<file path="src/rtl/imem_loader_if.sv">
`default_nettype none
// ============================================================================
// Module      : imem_loader_if
// Description : Byte-stream and instruction-memory write bundle for the
//               imem_loader. The master modport is the loader side; the
//               slave modport is the byte source / memory / core side.
// Revision    : 1.0 - initial release
// ============================================================================
interface imem_loader_if;
    logic        rx_valid;
    logic [7:0]  rx_data;
    logic        rx_ready;
    logic        restart;
    logic        imem_we;
    logic [31:0] imem_addr;
    logic [31:0] imem_wdata;
    logic        core_rst;
    logic        load_done;
    logic        load_err;

    modport master (
        input  rx_valid, rx_data, restart,
        output rx_ready, imem_we, imem_addr, imem_wdata,
        output core_rst, load_done, load_err
    );

    modport slave (
        output rx_valid, rx_data, restart,
        input  rx_ready, imem_we, imem_addr, imem_wdata,
        input  core_rst, load_done, load_err
    );
endinterface
`default_nettype wire

</file>
<file path="src/rtl/imem_loader.sv">
`default_nettype none
// ============================================================================
// Module      : imem_loader
// Description : Receives a framed byte stream (SYNC, N lo, N hi, N LE words,
//               optional XOR checksum), writes the words sequentially into
//               instruction memory and holds the core in reset until the
//               image is loaded. Defining IMEM_LOADER_CSUM_EN adds the
//               trailing checksum byte and its CSUM state.
// Revision    : 1.0 - initial release
// ============================================================================
module imem_loader #(
    parameter logic [31:0] BASE_ADDR   = 32'h0,
    parameter int unsigned DEPTH_WORDS = 1024,
    parameter logic [7:0]  SYNC_BYTE   = 8'hA5
) (
    input  logic          clk,
    input  logic          rst,
    imem_loader_if.master bus
);

    typedef enum logic [2:0] {
        S_IDLE  = 3'd0,
        S_LEN0  = 3'd1,
        S_LEN1  = 3'd2,
        S_DATA  = 3'd3,
`ifdef IMEM_LOADER_CSUM_EN
        S_CSUM  = 3'd4,
`endif
        S_DONE  = 3'd5,
        S_ERROR = 3'd6
    } state_t;

    state_t      r_state;
    logic [7:0]  r_len_lo;
    logic [15:0] r_n_words;
    logic [15:0] r_word_idx;
    logic [1:0]  r_byte_cnt;
    logic [23:0] r_word_buf;
`ifdef IMEM_LOADER_CSUM_EN
    logic [7:0]  r_csum;
`endif
    logic        r_imem_we;
    logic [31:0] r_imem_addr;
    logic [31:0] r_imem_wdata;
    logic        r_core_rst;
    logic        r_load_done;
    logic        r_load_err;

    logic        w_rx_ready;
    logic        w_accept;
    logic [15:0] w_len;
    logic        w_last_word;
    logic [31:0] w_word_addr;

    // Ready is a pure decode of the state: only the terminal states refuse bytes
    assign w_rx_ready  = (r_state != S_DONE) && (r_state != S_ERROR);
    assign w_accept    = bus.rx_valid && w_rx_ready;
    assign w_len       = {bus.rx_data, r_len_lo};
    assign w_last_word = (r_word_idx == (r_n_words - 16'd1));
    assign w_word_addr = BASE_ADDR + {14'd0, r_word_idx, 2'b00};

    assign bus.rx_ready   = w_rx_ready;
    assign bus.imem_we    = r_imem_we;
    assign bus.imem_addr  = r_imem_addr;
    assign bus.imem_wdata = r_imem_wdata;
    assign bus.core_rst   = r_core_rst;
    assign bus.load_done  = r_load_done;
    assign bus.load_err   = r_load_err;

    // Frame parser FSM with registered write port and status outputs
    always_ff @(posedge clk or posedge rst) begin
        if (rst) begin
            r_state      <= S_IDLE;
            r_len_lo     <= 8'h00;
            r_n_words    <= 16'h0000;
            r_word_idx   <= 16'h0000;
            r_byte_cnt   <= 2'd0;
            r_word_buf   <= 24'h000000;
`ifdef IMEM_LOADER_CSUM_EN
            r_csum       <= 8'h00;
`endif
            r_imem_we    <= 1'b0;
            r_imem_addr  <= BASE_ADDR;
            r_imem_wdata <= 32'h0000_0000;
            r_core_rst   <= 1'b1;
            r_load_done  <= 1'b0;
            r_load_err   <= 1'b0;
        end else begin
            // Write strobe is a single-cycle pulse
            r_imem_we <= 1'b0;
            case (r_state)
                S_IDLE: begin
                    // Anything other than the sync marker is dropped here
                    if (w_accept && (bus.rx_data == SYNC_BYTE)) begin
                        r_state <= S_LEN0;
                    end
                end
                S_LEN0: begin
                    if (w_accept) begin
                        r_len_lo <= bus.rx_data;
                        r_state  <= S_LEN1;
                    end
                end
                S_LEN1: begin
                    if (w_accept) begin
                        r_n_words  <= w_len;
                        r_word_idx <= 16'h0000;
                        r_byte_cnt <= 2'd0;
`ifdef IMEM_LOADER_CSUM_EN
                        r_csum     <= 8'h00;
`endif
                        if ({16'd0, w_len} > DEPTH_WORDS) begin
                            r_state    <= S_ERROR;
                            r_load_err <= 1'b1;
                        end else if (w_len == 16'h0000) begin
`ifdef IMEM_LOADER_CSUM_EN
                            r_state     <= S_CSUM;
`else
                            r_state     <= S_DONE;
                            r_load_done <= 1'b1;
                            r_core_rst  <= 1'b0;
`endif
                        end else begin
                            r_state <= S_DATA;
                        end
                    end
                end
                S_DATA: begin
                    if (w_accept) begin
`ifdef IMEM_LOADER_CSUM_EN
                        r_csum <= r_csum ^ bus.rx_data;
`endif
                        r_byte_cnt <= r_byte_cnt + 2'd1;
                        case (r_byte_cnt)
                            2'd0: r_word_buf[7:0]   <= bus.rx_data;
                            2'd1: r_word_buf[15:8]  <= bus.rx_data;
                            2'd2: r_word_buf[23:16] <= bus.rx_data;
                            default: begin
                                // Fourth byte completes the word: write it out now
                                r_imem_we    <= 1'b1;
                                r_imem_addr  <= w_word_addr;
                                r_imem_wdata <= {bus.rx_data, r_word_buf};
                                r_word_idx   <= r_word_idx + 16'd1;
                                if (w_last_word) begin
`ifdef IMEM_LOADER_CSUM_EN
                                    r_state     <= S_CSUM;
`else
                                    r_state     <= S_DONE;
                                    r_load_done <= 1'b1;
                                    r_core_rst  <= 1'b0;
`endif
                                end
                            end
                        endcase
                    end
                end
`ifdef IMEM_LOADER_CSUM_EN
                S_CSUM: begin
                    if (w_accept) begin
                        if (bus.rx_data == r_csum) begin
                            r_state     <= S_DONE;
                            r_load_done <= 1'b1;
                            r_core_rst  <= 1'b0;
                        end else begin
                            r_state    <= S_ERROR;
                            r_load_err <= 1'b1;
                        end
                    end
                end
`endif
                S_DONE, S_ERROR: begin
                    // Re-arm for a new image; the core goes back into reset
                    if (bus.restart) begin
                        r_state     <= S_IDLE;
                        r_core_rst  <= 1'b1;
                        r_load_done <= 1'b0;
                        r_load_err  <= 1'b0;
                        r_word_idx  <= 16'h0000;
                        r_byte_cnt  <= 2'd0;
`ifdef IMEM_LOADER_CSUM_EN
                        r_csum      <= 8'h00;
`endif
                    end
                end
                default: begin
                    r_state <= S_IDLE;
                end
            endcase
        end
    end

endmodule
`default_nettype wire

</file>
<file path="src/flat_wrapper.sv">
// flat-port wrapper written by rule: the top's interface ports become plain ports
module imem_loader_flat 
#(
    parameter logic [31:0] BASE_ADDR   = 32'h0,
    parameter int unsigned DEPTH_WORDS = 1024,
    parameter logic [7:0]  SYNC_BYTE   = 8'hA5
)
  (clk, rst, bus_rx_valid, bus_rx_data, bus_restart, bus_rx_ready, bus_imem_we, bus_imem_addr, bus_imem_wdata, bus_core_rst, bus_load_done, bus_load_err);
  imem_loader_if bus_i ();
  input  logic clk;
  input  logic rst;
  input wire logic [$bits(bus_i.rx_valid)-1:0] bus_rx_valid;
  input wire logic [$bits(bus_i.rx_data)-1:0] bus_rx_data;
  input wire logic [$bits(bus_i.restart)-1:0] bus_restart;
  output wire logic [$bits(bus_i.rx_ready)-1:0] bus_rx_ready;
  output wire logic [$bits(bus_i.imem_we)-1:0] bus_imem_we;
  output wire logic [$bits(bus_i.imem_addr)-1:0] bus_imem_addr;
  output wire logic [$bits(bus_i.imem_wdata)-1:0] bus_imem_wdata;
  output wire logic [$bits(bus_i.core_rst)-1:0] bus_core_rst;
  output wire logic [$bits(bus_i.load_done)-1:0] bus_load_done;
  output wire logic [$bits(bus_i.load_err)-1:0] bus_load_err;
  assign bus_i.rx_valid = bus_rx_valid;
  assign bus_i.rx_data = bus_rx_data;
  assign bus_i.restart = bus_restart;
  assign bus_rx_ready = bus_i.rx_ready;
  assign bus_imem_we = bus_i.imem_we;
  assign bus_imem_addr = bus_i.imem_addr;
  assign bus_imem_wdata = bus_i.imem_wdata;
  assign bus_core_rst = bus_i.core_rst;
  assign bus_load_done = bus_i.load_done;
  assign bus_load_err = bus_i.load_err;
  imem_loader #(.BASE_ADDR(BASE_ADDR), .DEPTH_WORDS(DEPTH_WORDS), .SYNC_BYTE(SYNC_BYTE)) u_core (.clk(clk), .rst(rst), .bus(bus_i));
endmodule
</file>
<file path="config.mk">
export PLATFORM = sky130hd
export DESIGN_NAME = imem_loader_flat
export DESIGN_NICKNAME = d
export VERILOG_FILES = /design/src/rtl/imem_loader_if.sv /design/src/rtl/imem_loader.sv /design/src/flat_wrapper.sv
export SDC_FILE = /design/constraint.sdc
export NUM_CORES = 1
export LEC_CHECK = 0
export CAP_MARGIN = 30
export CORE_MARGIN = 2
export CORE_UTILIZATION = 56
export CTS_CLUSTER_DIAMETER = 150
export DETAILED_ROUTE_END_ITERATION = 7
export PLACE_DENSITY = 0.89
export SYNTH_ARGS = -nofsm -noshare
export SYNTH_HDL_FRONTEND = slang
export SYNTH_SLANG_ARGS = --single-unit
</file>
<file path="constraint.sdc">
create_clock -name clk -period 7.7 [get_ports clk]
set_clock_uncertainty 0.2 [all_clocks]
set_input_delay 1.54 -clock clk [delete_from_list [all_inputs] [get_ports clk]]
set_output_delay 1.54 -clock clk [all_outputs]
set_load 0.01 [all_outputs]
</file>
==> results of run 1 <==
==> worst min-delay path by stage <==
stage | from | end | cells after the start
after global placement | u_core.bus.imem_addr[6] | u_core.bus.imem_addr[6] | 2
final | u_core.bus.imem_addr[6] | u_core.bus.imem_addr[6] | 2
after CTS | u_core.bus.imem_addr[6] | u_core.bus.imem_addr[6] | 2
after floorplan | u_core.r_len_lo[0] | u_core.r_n_words[0] | 2
after detailed placement | u_core.bus.imem_addr[6] | u_core.bus.imem_addr[6] | 2
after global routing | u_core.r_word_buf[23] | u_core.r_word_buf[23] | 1
==> synthesized netlist by cell type (8+ instances only) <==
library cell / number / area share [%]
sky130_fd_sc_hd__nand3_1: 9 / 0.78
sky130_fd_sc_hd__nor3_1: 9 / 0.78
sky130_fd_sc_hd__a21oi_1: 11 / 0.95
sky130_fd_sc_hd__clkbuf_1: 16 / 1.0
sky130_fd_sc_hd__or4_1: 8 / 1.0
sky130_fd_sc_hd__nor2_1: 25 / 1.6
sky130_fd_sc_hd__dfrtp_1: 120 / 52
sky130_fd_sc_hd__mux2_2: 91 / 18
sky130_fd_sc_hd__xnor2_1: 18 / 2.7
sky130_fd_sc_hd__nand2_1: 34 / 2.2
sky130_fd_sc_hd__buf_4: 16 / 2.1
sky130_fd_sc_hd__inv_1: 11 / 0.71
sky130_fd_sc_hd__xor2_1: 8 / 1.2
sky130_fd_sc_hd__o21ai_0: 22 / 1.9
==> power by group through the flow <==
| stage | combinational [mW] | clock, mW | sequential [mW] |
|---|---|---|---|
| CTS | 0.664 | 0.770 | 0.967 |
| global route | 0.730 | 0.803 | 0.994 |
| floorplan | 0.505 | 0 | 0.907 |
| detailed placement | 0.651 | 0 | 0.973 |
| finish | 0.666 | 0.761 | 0.971 |
| global placement | 0.625 | 0 | 0.957 |
==> tightest hold or removal path: cells and delay by family (launching register included) <==
| kind | cells | cell delay, ns |
|---|---|---|
| AOI/OAI and AO/OA | 1 | 0.06 |
| and+or+nand+nor | 1 | 0.05 |
| DFF | 1 | 0.34 |
==> registers in the layout, summed over array words and instances, names as in the netlist, 2 cells and up <==
signal / cells
u_core.bus.imem_wdata: 32
u_core.r_word_buf: 24
u_core.bus.imem_addr: 16
u_core.r_n_words: 16
u_core.r_word_idx: 16
u_core.r_len_lo: 8
u_core.r_state: 3
u_core.r_byte_cnt: 2
==> final cells by class <==
type                    instances  area [um^2]
clock buffers                  18          428
clock inverters                14          138
fillers                       718         3090
inverters                      11         43.8
multi-input cells             341         2580
flip-flops and latches        121         3030
well taps                     136          170
repair buffers                 69          711
==> per-layer routing <==
layer | global-route usage (%) | vias up
li1 | - | 1893
met1 | 32.6 | 2098
met3 | 6.99 | 23
met2 | 40.4 | 153
met4 | 7.14 | 0
met5 | 0 | -
==> kinds of logic (layout without fill, tap and decap cells) <==
logic type      Yosys count  count (layout)  share of synthesized area (%)
flops                   121             121                           52.2
other cells               1              16                         0.0646
simple gates            130             130                           12.1
compound gates           71              71                           8.25
mux                      92              92                           17.8
xor+xnor                 26              26                           3.92
buf+inv                  51             112                           4.42
fa+ha+maj                 6               6                           1.29
==> results.toml, run 1 <==
[yosys]
synth-async-reset-ratio_pct = 100
postSynthAreaPerCell_um2 = 11.7
synth_sequential_area_ratio_pct = 52.2
yosysWarningCount = 0
synth_cell_type_count = 60
synth_cells = 498
synth-main-ff-cell = "sky130_fd_sc_hd__dfrtp_1"
synth_edf_count = 0
netlist_area_um2 = 5810
synth.ff_latch_count = 121

[finish]
final_cell_mix = "120 x sky130_fd_sc_hd__dfrtp_1, 91 x sky130_fd_sc_hd__mux2_2, 64 x sky130_fd_sc_hd__clkdlybuf4s50_1"
post_layout_utilization_of_the_core_pct = 69.7
areaGrowthSynthToFinish_pct = 22.3
n_antenna_cell = 0
layout-drive-gt1-share_pct = 24.2
final_net_count = 579
finalInstanceArea_um2 = 7100
commonest_non_fill_non_tap_cell_in_the_layout = "sky130_fd_sc_hd__dfrtp_1"
layoutNonFillerInstCount = 710

[worst_setup_path]
worstSetupStartpointType = "register"
critical_path.slowest_cell = "sky130_fd_sc_hd__dfrtp_1"
criticalPathCategory = "reg2out"
cp_top_family = "flip-flops"
worstPathRequired_ns = 5.96
critical_path_arrival_ns = 2.39
worst_path_largest_cell_delay_ns = 0.62
regToRegSetupSlack_ns = 4.48
crit-reg2reg-capture = "u_core.r_state[1]"
worst-path-stages = 3
kind_of_end_point_of_the_critical_path = "primary output"
path_buf_inv = 1
crit_path_max_fanout = 15
worst-r2r-cell-count = 8
worstPathCellList = "and2b_1 > o21ai_0 > clkdlybuf4s50_1"
timing.critical_path.to = "bus_rx_ready"
worst_r2r_startpoint = "u_core.r_n_words[0]"
critical_path.startpoint = "u_core.r_state[0]"

[sta]
hold-worst-slack_ns = 0.279
accumulated_negative_setup_slack_ns = 0
final-hold-violation-count = 0
timing.final.max_slew_violations = 0
unrepaired_setup_endpoints_after_global_routing = "no"
fmaxAchievable_ghz = 0.242
slew_headroom_pct = 47.1
finalSetupViolCount = 0
worst-slew-pin-transition_ns = 0.791
fin_crit_sh_pct = 53.6
worst_slack_ns = 3.57
layout_min_cycle_time_ns = 4.13

[drt]
maxUsedRoutingLayer = "met4"
route.vias.total = 4167
drt_iter0_markers = 383
finalWirelength_um = 13000
met2WireLength_um = 6540
routedWlPerCell_um = 18.3
drt_pre_antenna_iters = 5
routed_via_density = 5.87
drt-met1-wl_um = 5470
antenna_violating_nets_post_route = 0
route.detailed.drc = 0
met3WireLength_um = 741

[place]
placed_area_um2 = 6530
gpl.final_weighted_congestion = 0.940
place.detailed.hpwl_um = 8650
port_buffers = 64
detailedPlace.worstSlack_ns = 3.41
placedCellCount = 677

[pwr]
fraction_of_power_consumed_by_the_clock_network_pct = 31.7
internal_cell_power_mw = 1.58
power_switching_share_pct = 34.0
totalPowerFinal_mw = 2.40
power-per-cell-area_nw_per_um2 = 338
share_comb_of_total_power_pct = 27.8
cellLeakagePower_nw = 3.15
vdd_ir_drop_max_mv = 0.283
power_frac_seq_pct = 40.5
net-switching-power_mw = 0.815

[floorplanning]
num_io_pins = 81
coreArea_um2 = 10200
initial_core_util_pct = 57.0
fp.dieH_um = 106
die_area_um2 = 11200
num_rows = 37
dieWidth_um = 106

[cts]
resize_count_post_cts = 0
clock_sinks = 121
tritoncts.num_buffers = 17
tritoncts = "done"
cts-htree-levels = 4
clk_pin_slew_ns = 0.06
post_cts_buffers = 0
deepest_clock_path_buffer_count = 2
cts.hold.buffers_added = 0
insertion_delay_ns = 0.52
ctsRootBufferMaster = "sky130_fd_sc_hd__clkbuf_8"

[global_routing]
grt_first_pass_wirelength_um = 21400
grt_pass1_vias = 4152
antenna_found_initial = 0
globalRoute.totalOverflow = 0
grtUsageTotal_pct = 24.8
maximum_number_of_pins_on_one_net_before_global_route_repair = 71

[min_path]
min-delay-path-class = "reg2reg"

[run]
max_cap_violations = 0

[status]
status = "finished clean"
(Power assumes the default switching activity.)
==> run 2, diff against run 1 <==
--- a/config.mk
+++ b/config.mk
@@ -7,10 +7,10 @@
 export LEC_CHECK = 0
 export CAP_MARGIN = 30
 export CORE_MARGIN = 2
-export CORE_UTILIZATION = 56
+export CORE_UTILIZATION = 55
 export CTS_CLUSTER_DIAMETER = 150
 export DETAILED_ROUTE_END_ITERATION = 7
-export PLACE_DENSITY = 0.89
+export PLACE_DENSITY = 0.88
 export SYNTH_ARGS = -nofsm -noshare
 export SYNTH_HDL_FRONTEND = slang
 export SYNTH_SLANG_ARGS = --single-unit
==> constraint.sdc (replaced) <==
create_clock -name clk -period 4.1 [get_ports clk]
set_clock_uncertainty 0.2 [all_clocks]
set_input_delay 0.82 -clock clk [delete_from_list [all_inputs] [get_ports clk]]
set_output_delay 0.82 -clock clk [all_outputs]
set_load 0.01 [all_outputs]
==> results.toml, run 2 (synthesis results as in run 1) <==
[worst_setup_path]
kind_of_end_point_of_the_critical_path = "primary output"
worstSetupStartpointType = "register"
worst_path_largest_cell_delay_ns = 0.63
critical_path.startpoint = "u_core.r_state[0]"
criticalPathCategory = "reg2out"
worstPathRequired_ns = 3.08
critical_path.slowest_cell = "sky130_fd_sc_hd__dfrtp_1"
worst-r2r-cell-count = 8
cp_top_family = "flip-flops"
crit_path_max_fanout = 15
regToRegSetupSlack_ns = 1.04
worstPathCellList = "and2b_1 > o21ai_0 > clkdlybuf4s50_1"
crit-reg2reg-capture = "u_core.r_state[1]"
worst_r2r_startpoint = "u_core.r_n_words[0]"
critical_path_arrival_ns = 2.47
path_buf_inv = 1

[sta]
slew_headroom_pct = 44.2
layout_min_cycle_time_ns = 3.49
finalSetupViolCount = 0
worst-slew-pin-transition_ns = 0.834
accumulated_negative_setup_slack_ns = 0
fmaxAchievable_ghz = 0.287
unrepaired_setup_endpoints_after_global_routing = "no"
timing.final.max_slew_violations = 0
fin_crit_sh_pct = 85.1
final-hold-violation-count = 0

[finish]
layout.area.seq_um2 = 3030
finalInstanceArea_um2 = 7090
largest_register_ffs = 32
final_net_count = 581
final.fill_count = 739
layout-drive-gt1-share_pct = 24.3
areaGrowthSynthToFinish_pct = 22.0
commonest_non_fill_non_tap_cell_in_the_layout = "sky130_fd_sc_hd__dfrtp_1"
n_antenna_cell = 0
final_cell_mix = "120 x sky130_fd_sc_hd__dfrtp_1, 91 x sky130_fd_sc_hd__mux2_2, 64 x sky130_fd_sc_hd__clkdlybuf4s50_1"
area_used_by_multi_input_combinational_logic_um2 = 2580

[cts]
insertion_delay_ns = 0.52
clock_sinks = 121
cts.hold.buffers_added = 0
cts-htree-levels = 4
deepest_clock_path_buffer_count = 2
post_cts_buffers = 0
clk_pin_slew_ns = 0.06
resize_count_post_cts = 0
tritoncts = "done"
tritoncts.num_buffers = 17
ctsRootBufferMaster = "sky130_fd_sc_hd__clkbuf_8"

[floorplanning]
initial_core_util_pct = 56.5
fp.dieH_um = 107
dieWidth_um = 107
num_rows = 37
num_io_pins = 81
coreArea_um2 = 10300
die_area_um2 = 11400

[global_routing]
grt_pass1_vias = 4223
grtUsageTotal_pct = 25.3
globalRoute.totalOverflow = 0
grt_first_pass_wirelength_um = 22300
antenna_found_initial = 0
maximum_number_of_pins_on_one_net_before_global_route_repair = 49

[min_path]
min_to = "u_core.bus.imem_addr[6]"
hold_depth = 2
hp-start = "u_core.bus.imem_addr[6]"
min-delay-path-class = "reg2reg"

[drt]
route.vias.total = 4262
routedWlPerCell_um = 19.3
drt_iter0_markers = 264
finalWirelength_um = 13700
drt_pre_antenna_iters = 5
antenna_violating_nets_post_route = 0
routed_via_density = 5.99
route.detailed.drc = 0

[place]
placed_area_um2 = 6530
gpl.final_weighted_congestion = 0.968
port_buffers = 64
place.detailed.hpwl_um = 9100

[pwr]
totalPowerFinal_mw = 4.52
power-per-cell-area_nw_per_um2 = 637
cellLeakagePower_nw = 3.14
vdd_ir_drop_max_mv = 0.358

[run]
max_cap_violations = 0

[status]
status = "finished clean"
## run 2: area by class of cell
type / count / area share [%]
Sequential cell: 121 / 42.7
Multi-Input combinational cell: 341 / 36.4
Timing Repair Buffer: 71 / 9.96
Clock buffer: 17 / 5.84
Tap cell: 136 / 2.40
Clock inverter: 14 / 2.01
Inverter: 11 / 0.636
## run 2: metrics by stage
| stage | setup WS, ns | instances | hold slack [ns] | util (%) |
|---|---|---|---|---|
| detailed placement | 0.649 | 680 | 0.285 | 63.5 |
| CTS | 0.646 | 711 | 0.298 | 69.0 |
| floorplan | 1.43 | 513 | 0.269 | - |
| global route | 0.521 | 711 | 0.310 | 69.0 |
| finish | 0.611 | 711 | 0.291 | 69.0 |
| global placement | 0.774 | 680 | 0.269 | 63.5 |
## run 2: worst max-delay path by stage
stage | cells after the start | endpoint
2_1_floorplan | 6 | u_core.r_state[1]
3_3_place_gp | 7 | u_core.r_word_idx[12]
3_5_place_dp | 7 | u_core.r_state[1]
4_1_cts | 3 | bus_rx_ready
5_1_grt | 3 | bus_rx_ready
6_report | 3 | bus_rx_ready
## run 2: power by group
| part | switching, mW | internal [mW] |
|---|---|---|
| combinational | 0.620 | 0.647 |
| sequential | 0.345 | 1.50 |
| clock | 0.592 | 0.814 |
## run 2: tightest hold or removal path: stages, from the launching register on
cell                      delay, ns
sky130_fd_sc_hd__dfrtp_1       0.34
sky130_fd_sc_hd__nand2_1       0.06
sky130_fd_sc_hd__o21ai_0       0.06
## run 2: layer usage
metal  vias up  part of all wire, %  GRT usage (%)
li1       1894                    -              -
met1      2147                   42           32.7
met2       195                   50           42.1
met3        26                  6.5           6.26
met4         0                  1.6           8.35
met5         -                    0              0
==> run 3, diff against run 2 <==
==> constraint.sdc (replaced) <==
create_clock -name clk -period 3.6 [get_ports clk]
set_clock_uncertainty 0.2 [all_clocks]
set_input_delay 0.72 -clock clk [delete_from_list [all_inputs] [get_ports clk]]
set_output_delay 0.72 -clock clk [all_outputs]
set_load 0.01 [all_outputs]
==> results.toml, run 3 (synthesis results as in run 1) <==
[cts]
tritoncts.num_buffers = 17
insertion_delay_ns = 0.51
post_cts_buffers = 0
clk_pin_slew_ns = 0.07
deepest_clock_path_buffer_count = 2
tritoncts = "done"
resize_count_post_cts = 0
cts-htree-levels = 4
ctsRootBufferMaster = "sky130_fd_sc_hd__clkbuf_8"
clock_sinks = 121
cts.hold.buffers_added = 0

[finish]
n_antenna_cell = 0
largest_register_ffs = 32
commonest_non_fill_non_tap_cell_in_the_layout = "sky130_fd_sc_hd__dfrtp_1"
area_used_by_multi_input_combinational_logic_um2 = 2580
layout.area.seq_um2 = 3030
layout-drive-gt1-share_pct = 25.1
layoutNonFillerInstCount = 718
final_cell_mix = "120 x sky130_fd_sc_hd__dfrtp_1, 91 x sky130_fd_sc_hd__mux2_2, 64 x sky130_fd_sc_hd__clkdlybuf4s50_1"
final_net_count = 587
areaGrowthSynthToFinish_pct = 23.6
final.fill_count = 733

[sta]
worst-slew-pin-transition_ns = 0.876
timing.final.max_slew_violations = 0
slew_headroom_pct = 41.4
finalSetupViolCount = 0
fmaxAchievable_ghz = 0.302
layout_min_cycle_time_ns = 3.31
unrepaired_setup_endpoints_after_global_routing = "no"
final-hold-violation-count = 0
accumulated_negative_setup_slack_ns = 0
fin_crit_sh_pct = 92.1

[worst_setup_path]
worst_path_largest_cell_delay_ns = 0.62
worst-r2r-cell-count = 8
cp_top_family = "buffers and inverters"
criticalPathCategory = "reg2out"
worstPathCellList = "and2b_1 > o21ai_0 > clkdlybuf4s50_1"
worstSetupStartpointType = "register"
critical_path.startpoint = "u_core.r_state[0]"
critical_path_arrival_ns = 2.39
kind_of_end_point_of_the_critical_path = "primary output"
regToRegSetupSlack_ns = 0.35
critical_path.slowest_cell = "sky130_fd_sc_hd__clkdlybuf4s50_1"
crit-reg2reg-capture = "u_core.r_state[1]"
crit_path_max_fanout = 15
path_buf_inv = 1
worst_r2r_startpoint = "u_core.r_n_words[0]"
worstPathRequired_ns = 2.68

[min_path]
min-delay-path-class = "reg2reg"
min_to = "u_core.bus.imem_addr[10]"
hp-start = "u_core.bus.imem_addr[10]"
hold_depth = 2

[floorplanning]
fp.dieH_um = 107
num_io_pins = 81
coreArea_um2 = 10300
initial_core_util_pct = 56.5
die_area_um2 = 11400
dieWidth_um = 107
num_rows = 37

[global_routing]
grt_first_pass_wirelength_um = 22500
grtUsageTotal_pct = 25.5
antenna_found_initial = 0
maximum_number_of_pins_on_one_net_before_global_route_repair = 66
grt_pass1_vias = 4466
globalRoute.totalOverflow = 0

[place]
port_buffers = 64
gpl.final_weighted_congestion = 0.984
placedCellCount = 686
place.detailed.hpwl_um = 9010

[drt]
route.vias.total = 4298
route.detailed.drc = 0
finalWirelength_um = 13700
drt_iter0_markers = 260
antenna_violating_nets_post_route = 0
routedWlPerCell_um = 19.1
drt_pre_antenna_iters = 7
routed_via_density = 5.99

[pwr]
cellLeakagePower_nw = 3.19
vdd_ir_drop_max_mv = 0.385
power-per-cell-area_nw_per_um2 = 736

[run]
max_cap_violations = 0

[status]
status = "finished clean"
==> run 3: worst reg2reg max path: stages, from the launching register on <==
cell and delay (ns):
sky130_fd_sc_hd__dfrtp_1 0.44, sky130_fd_sc_hd__inv_1 0.11, sky130_fd_sc_hd__ha_1 0.40, sky130_fd_sc_hd__nor3b_1 0.64, sky130_fd_sc_hd__and3_1 0.26, sky130_fd_sc_hd__o21ai_0 0.08, sky130_fd_sc_hd__a222oi_1 0.37, sky130_fd_sc_hd__nand4_1 0.28
sky130_fd_sc_hd__o31a_1 0.34
==> run 3: stage by stage <==
stage               hold WS (ns)  cell area [um^2]  power [mW]  util, %  setup WS (ns)
floorplan                  0.269              5870        3.02        -           1.03
global placement           0.266              6580        3.40     64.0          0.351
detailed placement         0.273              6580        3.49     64.0          0.278
CTS                        0.287              7180        5.28     69.9          0.287
global route               0.317              7180        5.54     69.9          0.139
finish                     0.279              7180        5.28     69.9          0.286
==> run 3: routing by layer <==
| metal | global-route usage, % | up-vias | wire [um] |
|---|---|---|---|
| li1 | - | 1914 | - |
| met1 | 33.9 | 2100 | 5630 |
| met2 | 39.4 | 238 | 6590 |
| met3 | 5.71 | 46 | 1010 |
| met4 | 13.5 | 0 | 513 |
| met5 | 0 | - | 0 |
==> run 3: how the worst max path moves through the flow <==
stage / slack (ns) / end / cells past startpoint
detailed placement: 0.28 / u_core.r_word_idx[12] / 7
finish: 0.29 / bus_rx_ready / 3
global route: 0.14 / bus_rx_ready / 3
CTS: 0.29 / bus_rx_ready / 3
floorplan: 1.03 / u_core.r_state[1] / 6
global placement: 0.35 / u_core.r_state[1] / 7
==> run 3: power by group <==
part | total [mW] | internal (mW) | switching, mW
Combinational | 1.46 | 0.735 | 0.727
Sequential | 2.08 | 1.70 | 0.376
Clock | 1.74 | 1.07 | 0.669
Total | 5.28 | 3.51 | 1.77
==> run 3: cell type report <==
| cell class | count | area share, % |
|---|---|---|
| inverters | 11 | 0.627 |
| multi-input cells | 341 | 35.9 |
| flip-flops and latches | 121 | 42.2 |
| clock buffers | 18 | 5.82 |
| repair buffers | 77 | 10.5 |
| clock inverters | 14 | 2.60 |
| well taps | 136 | 2.37 |
